### src/rtl/pulse_sched_pkg.sv
// Shared types and default channel timing for the pulse scheduler slice.
package pulse_sched_pkg;

  localparam int NREQ          = 4;
  localparam int CNT_W_DEF     = 9;
  localparam int LEN0_DEF      = 131;
  localparam int LEN1_DEF      = 120;
  localparam int LEN2_DEF      = 87;
  localparam int LEN3_DEF      = 54;
  localparam int GAP_TICKS_DEF = 16;

  typedef enum logic [1:0] {
    IDLE,
    ARM,
    PULSE,
    GAP
  } state_t;

endpackage

### src/rtl/pulse_sched_if.sv
// Request/auto inputs and pulse/status outputs of the pulse scheduler.
interface pulse_sched_if;
  import pulse_sched_pkg::*;

  logic            tick;
  logic [NREQ-1:0] req;
  logic            auto_en;
  logic            out;
  logic            busy;
  logic [NREQ-1:0] grant;
  logic            done;

  modport master (output tick, req, auto_en, input out, busy, grant, done);
  modport slave  (input tick, req, auto_en, output out, busy, grant, done);

endinterface

### src/rtl/pulse_sched_rr_arbiter.sv
// Combinational pick of the first pending channel at or after ptr (wrapping).
// With PULSE_SCHED_FIXED_PRIO_EN the search always starts at channel 0.
module pulse_sched_rr_arbiter
  import pulse_sched_pkg::*;
(
  input  logic [NREQ-1:0] pending,
  input  logic [1:0]      ptr,
  output logic [NREQ-1:0] gnt,
  output logic [1:0]      idx
);

  logic [1:0] start;
  logic [1:0] c;

`ifdef PULSE_SCHED_FIXED_PRIO_EN
  logic unused_ptr;
  assign unused_ptr = ^ptr;
  assign start      = 2'd0;
`else
  assign start = ptr;
`endif

  // Scan from farthest to nearest so the nearest pending channel is written last.
  always_comb begin
    gnt = '0;
    idx = '0;
    c   = '0;
    for (int k = NREQ - 1; k >= 0; k--) begin
      c = start + 2'(k);
      if (pending[c]) begin
        gnt = NREQ'(1) << c;
        idx = c;
      end
    end
  end

endmodule

### src/rtl/pulse_sched.sv
// Shares one serial pulse output among four requesters; grant 1 sysclk after pending,
// pulse edges tick-aligned; no backpressure, requests queue. Option: PULSE_SCHED_FIXED_PRIO_EN.
module pulse_sched
  import pulse_sched_pkg::*;
#(
  parameter int CNT_W     = CNT_W_DEF,
  parameter int LEN0      = LEN0_DEF,
  parameter int LEN1      = LEN1_DEF,
  parameter int LEN2      = LEN2_DEF,
  parameter int LEN3      = LEN3_DEF,
  parameter int GAP_TICKS = GAP_TICKS_DEF
) (
  input  logic         sysclk,
  input  logic         rst,
  pulse_sched_if.slave bus
);

  // Zero-length channels can never become pending.
  localparam logic [NREQ-1:0] LEN_NZ = {(LEN3 != 0), (LEN2 != 0), (LEN1 != 0), (LEN0 != 0)};

  state_t            state_q, state_d;
  logic [NREQ-1:0]   req_q;
  logic [NREQ-1:0]   rise;
  logic [NREQ-1:0]   pending_q, pending_d;
  logic [CNT_W-1:0]  count_q, count_d;
  logic [CNT_W-1:0]  gap_q, gap_d;
  logic [NREQ-1:0]   grant_q, grant_d;
  logic [1:0]        idx_q, idx_d;
  logic              out_q, out_d;
  logic              done_q, done_d;
  logic [1:0]        ptr_q;
  logic [NREQ-1:0]   arb_gnt;
  logic [1:0]        arb_idx;
  logic [CNT_W-1:0]  len_sel;
  logic              gap_done;

  assign rise     = bus.req & ~req_q;
  assign gap_done = (state_q == GAP) && bus.tick &&
                    ((gap_q + CNT_W'(1)) == CNT_W'(GAP_TICKS));

  pulse_sched_rr_arbiter u_arb (
    .pending (pending_q),
    .ptr     (ptr_q),
    .gnt     (arb_gnt),
    .idx     (arb_idx)
  );

  always_comb begin
    case (idx_q)
      2'd0:    len_sel = CNT_W'(LEN0);
      2'd1:    len_sel = CNT_W'(LEN1);
      2'd2:    len_sel = CNT_W'(LEN2);
      default: len_sel = CNT_W'(LEN3);
    endcase
  end

  always_comb begin
    state_d   = state_q;
    count_d   = count_q;
    gap_d     = gap_q;
    grant_d   = grant_q;
    idx_d     = idx_q;
    out_d     = out_q;
    done_d    = 1'b0;
    pending_d = pending_q;
    case (state_q)
      IDLE: begin
        if (|pending_q) begin
          grant_d   = arb_gnt;
          idx_d     = arb_idx;
          pending_d = pending_q & ~arb_gnt;
          state_d   = ARM;
        end
      end
      ARM: begin
        if (bus.tick) begin
          out_d   = 1'b1;
          count_d = CNT_W'(1);
          state_d = PULSE;
        end
      end
      PULSE: begin
        if (bus.tick) begin
          if (count_q == len_sel) begin
            out_d   = 1'b0;
            done_d  = 1'b1;
            gap_d   = '0;
            state_d = GAP;
          end else begin
            count_d = count_q + CNT_W'(1);
          end
        end
      end
      GAP: begin
        if (bus.tick) begin
          gap_d = gap_q + CNT_W'(1);
          if (gap_done) begin
            grant_d = '0;
            state_d = IDLE;
            if (bus.auto_en) begin
              pending_d = pending_d | bus.req;
            end
          end
        end
      end
      default: state_d = IDLE;
    endcase
    // A fresh edge lands after the grant clear, so a same-cycle re-request survives.
    pending_d = (pending_d | rise) & LEN_NZ;
  end

  always_ff @(posedge sysclk or posedge rst) begin
    if (rst) begin
      state_q   <= IDLE;
      req_q     <= '0;
      pending_q <= '0;
      count_q   <= '0;
      gap_q     <= '0;
      grant_q   <= '0;
      idx_q     <= '0;
      out_q     <= 1'b0;
      done_q    <= 1'b0;
    end else begin
      state_q   <= state_d;
      req_q     <= bus.req;
      pending_q <= pending_d;
      count_q   <= count_d;
      gap_q     <= gap_d;
      grant_q   <= grant_d;
      idx_q     <= idx_d;
      out_q     <= out_d;
      done_q    <= done_d;
    end
  end

`ifdef PULSE_SCHED_FIXED_PRIO_EN
  assign ptr_q = 2'd0;
`else
  always_ff @(posedge sysclk or posedge rst) begin
    if (rst) begin
      ptr_q <= '0;
    end else if (gap_done) begin
      ptr_q <= idx_q + 2'd1;
    end
  end
`endif

  assign bus.out   = out_q;
  assign bus.busy  = (state_q != IDLE);
  assign bus.grant = grant_q;
  assign bus.done  = done_q;

endmodule

### src/flat_wrapper.sv
// flat-port wrapper written by rule: the top's interface ports become plain ports
module pulse_sched_flat import pulse_sched_pkg::*;
#(
  parameter int CNT_W     = CNT_W_DEF,
  parameter int LEN0      = LEN0_DEF,
  parameter int LEN1      = LEN1_DEF,
  parameter int LEN2      = LEN2_DEF,
  parameter int LEN3      = LEN3_DEF,
  parameter int GAP_TICKS = GAP_TICKS_DEF
)
  (sysclk, rst, bus_tick, bus_req, bus_auto_en, bus_out, bus_busy, bus_grant, bus_done);
  pulse_sched_if bus_i ();
  input  logic sysclk;
  input  logic rst;
  input wire logic [$bits(bus_i.tick)-1:0] bus_tick;
  input wire logic [$bits(bus_i.req)-1:0] bus_req;
  input wire logic [$bits(bus_i.auto_en)-1:0] bus_auto_en;
  output wire logic [$bits(bus_i.out)-1:0] bus_out;
  output wire logic [$bits(bus_i.busy)-1:0] bus_busy;
  output wire logic [$bits(bus_i.grant)-1:0] bus_grant;
  output wire logic [$bits(bus_i.done)-1:0] bus_done;
  assign bus_i.tick = bus_tick;
  assign bus_i.req = bus_req;
  assign bus_i.auto_en = bus_auto_en;
  assign bus_out = bus_i.out;
  assign bus_busy = bus_i.busy;
  assign bus_grant = bus_i.grant;
  assign bus_done = bus_i.done;
  pulse_sched #(.CNT_W(CNT_W), .LEN0(LEN0), .LEN1(LEN1), .LEN2(LEN2), .LEN3(LEN3), .GAP_TICKS(GAP_TICKS)) u_core (.sysclk(sysclk), .rst(rst), .bus(bus_i));
endmodule
### config.mk
export PLATFORM = sky130hd
export DESIGN_NAME = pulse_sched_flat
export DESIGN_NICKNAME = d
export VERILOG_FILES = /design/src/rtl/pulse_sched_pkg.sv /design/src/rtl/pulse_sched_if.sv /design/src/rtl/pulse_sched_rr_arbiter.sv /design/src/rtl/pulse_sched.sv /design/src/flat_wrapper.sv
export SDC_FILE = /design/constraint.sdc
export NUM_CORES = 1
export LEC_CHECK = 0
export BUFFER_PORTS_ARGS = -buffer_cell sky130_fd_sc_hd__clkbuf_2
export CORE_UTILIZATION = 47
export DETAILED_ROUTE_END_ITERATION = 8
export PLACE_DENSITY = 0.71
export SLEW_MARGIN = 20
export SYNTH_ARGS = -nofsm -noshare
export SYNTH_HDL_FRONTEND = slang
export SYNTH_SLANG_ARGS = --single-unit
### constraint.sdc
create_clock -name sysclk -period 6.6 [get_ports sysclk]
set_input_delay 0.33 -clock sysclk [delete_from_list [all_inputs] [get_ports sysclk]]
set_output_delay 0.33 -clock sysclk [all_outputs]
set_load 0.03 [all_outputs]
==> results.yml <==
timing:
  tns_ps: 0
  drv_slew: 0
  hold_ws_ps: 128
  finClkSkew_ps: 9.75
  rsz0062_at_grt: "false"
  relSlewSlack_pct: 49.5
  post-route-period-util_pct: 51.0
  setup_viol: 0
  fmax_mhz: 297
  tightest_slew_ps: 751
  period_minus_slack_ps: 3370
  finalHoldViolations: 0
detailed_routing:
  first_iter_violations: 178
  routed_wl_um: 5600
  viasPerCell: 5.92
  wire_per_inst_um: 15.6
  ant_nets: 0
  drc_errors: 0
  num_vias: 2125
  drt_first_pass_iters: 5
global_route:
  grt_first_pass_wirelength_um: 9250
  grt_pass1_vias: 1895
  use_met3_pct: 2.51
  busiest_layer: "met2"
  met2_usage_pct: 29.8
  grt.overflow.total: 0
  gr-usage-all-layers_pct: 19.5
  antenna_found_initial: 0
  grt_max_degree: 39
  grt_use_met1_pct: 29.3
clock_tree:
  cts_resized: 0
  hold_buffers: 0
  clkTransAtPathRegs_ps: 80
  cts_buffers: 5
  htree_levels: 2
  clk-insertion-delay-late_ps: 290
  clock_sinks: 38
  clock_path_buffers: 2
  cts_setup_buffers: 0
  cts_tree: "yes"
  cts-root-buf: "clkbuf_8"
synthesis:
  syn_area_mm2: 0.00262
  ys_warn_count: 0
  syn_area_per_cell_um2: 9.32
  yosysUniqueCellTypes: 56
  synth-seq-area-share_pct: 36.3
  syn_nets: 309
  syn_inst: 281
  ys.flop_type: "dfrtp_1"
  synth_edf_count: 0
  synth_seq_cells: 38
  postSynth.asyncResetShare_pct: 100
power:
  p_total_mw: 1.05
  vdd_drop_max_v: 0.000230
  power.density_mw_per_mm2: 373
  p_leak_nw: 1.24
setup_path:
  cp.arrival_ps: 3550
  cp-start-kind: "register"
  end_kind: "register"
  path_max_fanout: 19
  cp.required_ps: 6780
  path_class: "register to register"
placed_design:
  place_congestion: 0.933
  place_hpwl_um: 3980
  numPortBuffers: 14
  placed_cells: 351
final_layout:
  nets: 316
  final_cell_mix: "38 x dfrtp_1, 24 x nand2_1, 22 x o21ai_0, 20 x ha_1, 16 x nor2_1"
  antenna_cells: 0
  nFillCells: 490
  final_cell_count_no_fill: 359
  drive_gt1_share_pct: 14.9
  final_util_pct: 53.7
  syn2layout_area_growth_pct: 7.31
  final_common_cell: "dfrtp_1"
worst_hold_path:
  hold_class: "input pin to async pin"
floorplanning:
  die_h_um: 76.6
  initial_core_util_pct: 50.0
  design.die.area_mm2: 0.00587
  std_cell_rows: 26
  die_x_um: 76.6
  ios: 15
  coreArea_mm2: 0.00524
outcome:
  status: "complete, no violations"
run:
  maxCapViolations: 0
## final timing paths
kind,end,depth (start not counted),slack [ps],start
max reg2reg,u_core.pending_q[0],7,3230,u_core.ptr_q[0]
min in group sysclk,u_core.req_q[0],1,160,bus_req[0]
min,u_core.gap_q[8],3,130,rst
max,u_core.pending_q[0],7,3230,u_core.ptr_q[0]
min reg2reg,u_core.bus.grant[0],1,490,u_core.bus.grant[0]
max in group asynchronous,u_core.state_q[0],3,6130,rst
## through the flow
step | worst slack, ps | cell area [µm²]
3_3_place_gp | 3420 | 2720
2_1_floorplan | 3690 | 2620
3_5_place_dp | 3330 | 2720
4_1_cts | 3280 | 2810
6_report | 3230 | 2810
5_1_grt | 3070 | 2810
## where the power goes
| part | leakage (nW) | switching, mW | internal [mW] |
|---|---|---|---|
| registers | 0.482 | 0.0875 | 0.288 |
| clock network | 0.0472 | 0.0863 | 0.0840 |
| logic | 0.708 | 0.286 | 0.216 |
## cells by family after synthesis
| logic type | share of synthesized area (%) |
|---|---|
| AO/OA/AOI/OAI | 19.0 |
| XOR/XNOR | 4.35 |
| adder cells (fa/ha/maj) | 9.56 |
| buffers and inverters | 4.49 |
| flip-flops | 36.3 |
| multiplexers | 7.21 |
| AND/OR/NAND/NOR | 19.1 |
## final cells by class
type	count	area (µm²)	area share [%]
multi-input cells	215	1550	55.2
flip-flops and latches	38	951	33.8
well taps	70	87.6	3.12
clock buffers	6	82.6	2.94
repair buffers	15	77.6	2.76
inverters	13	48.8	1.74
clock inverters	2	12.5	0.445
## critical path: stages (launching register included)
cell and delay (ps):
dfrtp_1 740, inv_1 230, ha_1 460, mux4_2 610, a211oi_1 510, a222oi_1 190
a31o_2 280, a22o_1 230
## sequential cells by signal (all words and copies together) (netlist names)
register          flops
u_core.idx_q          2
u_core.gap_q          9
u_core.pending_q      4
u_core.state_q        2
u_core.ptr_q          2
u_core.req_q          4
u_core.count_q        9
u_core.bus.grant      4
u_core.bus.out        1
u_core.bus.done       1
## cells in the mapped netlist (3+ instances only)
master / n / share of area [%]
and2_0: 3 / 0.72
a21oi_1: 12 / 2.3
o21ai_0: 22 / 4.2
mux2i_1: 5 / 1.9
nor4_1: 3 / 0.72
mux2_2: 7 / 3.0
nor3_1: 3 / 0.57
xor2_1: 6 / 2.0
buf_2: 4 / 0.76
dfrtp_1: 38 / 36
nand2b_1: 4 / 0.96
o221ai_1: 3 / 1.0
o31ai_1: 5 / 1.4
a221o_1: 3 / 1.1
nand2_1: 24 / 3.4
nor2_1: 16 / 2.3
ha_1: 20 / 9.6
xnor2_1: 7 / 2.3
and2_1: 3 / 0.72
a211oi_1: 3 / 0.86
and3_1: 3 / 0.72
clkbuf_1: 9 / 1.3
a22o_1: 8 / 2.7
nand3_1: 9 / 1.7
a31oi_1: 4 / 0.96
nand4_1: 5 / 1.2
inv_1: 13 / 1.9
or3_1: 4 / 0.96
## per-layer routing
metal | up-vias | routed length, µm | part of all wire [%]
li1 | 1040 | - | -
met1 | 1038 | 2840 | 51
met2 | 43 | 2540 | 45
met3 | 4 | 200 | 3.6
met4 | 0 | 20 | 0.36
met5 | - | 0 | 0
Note: power is estimated with default switching activity, not from simulation.
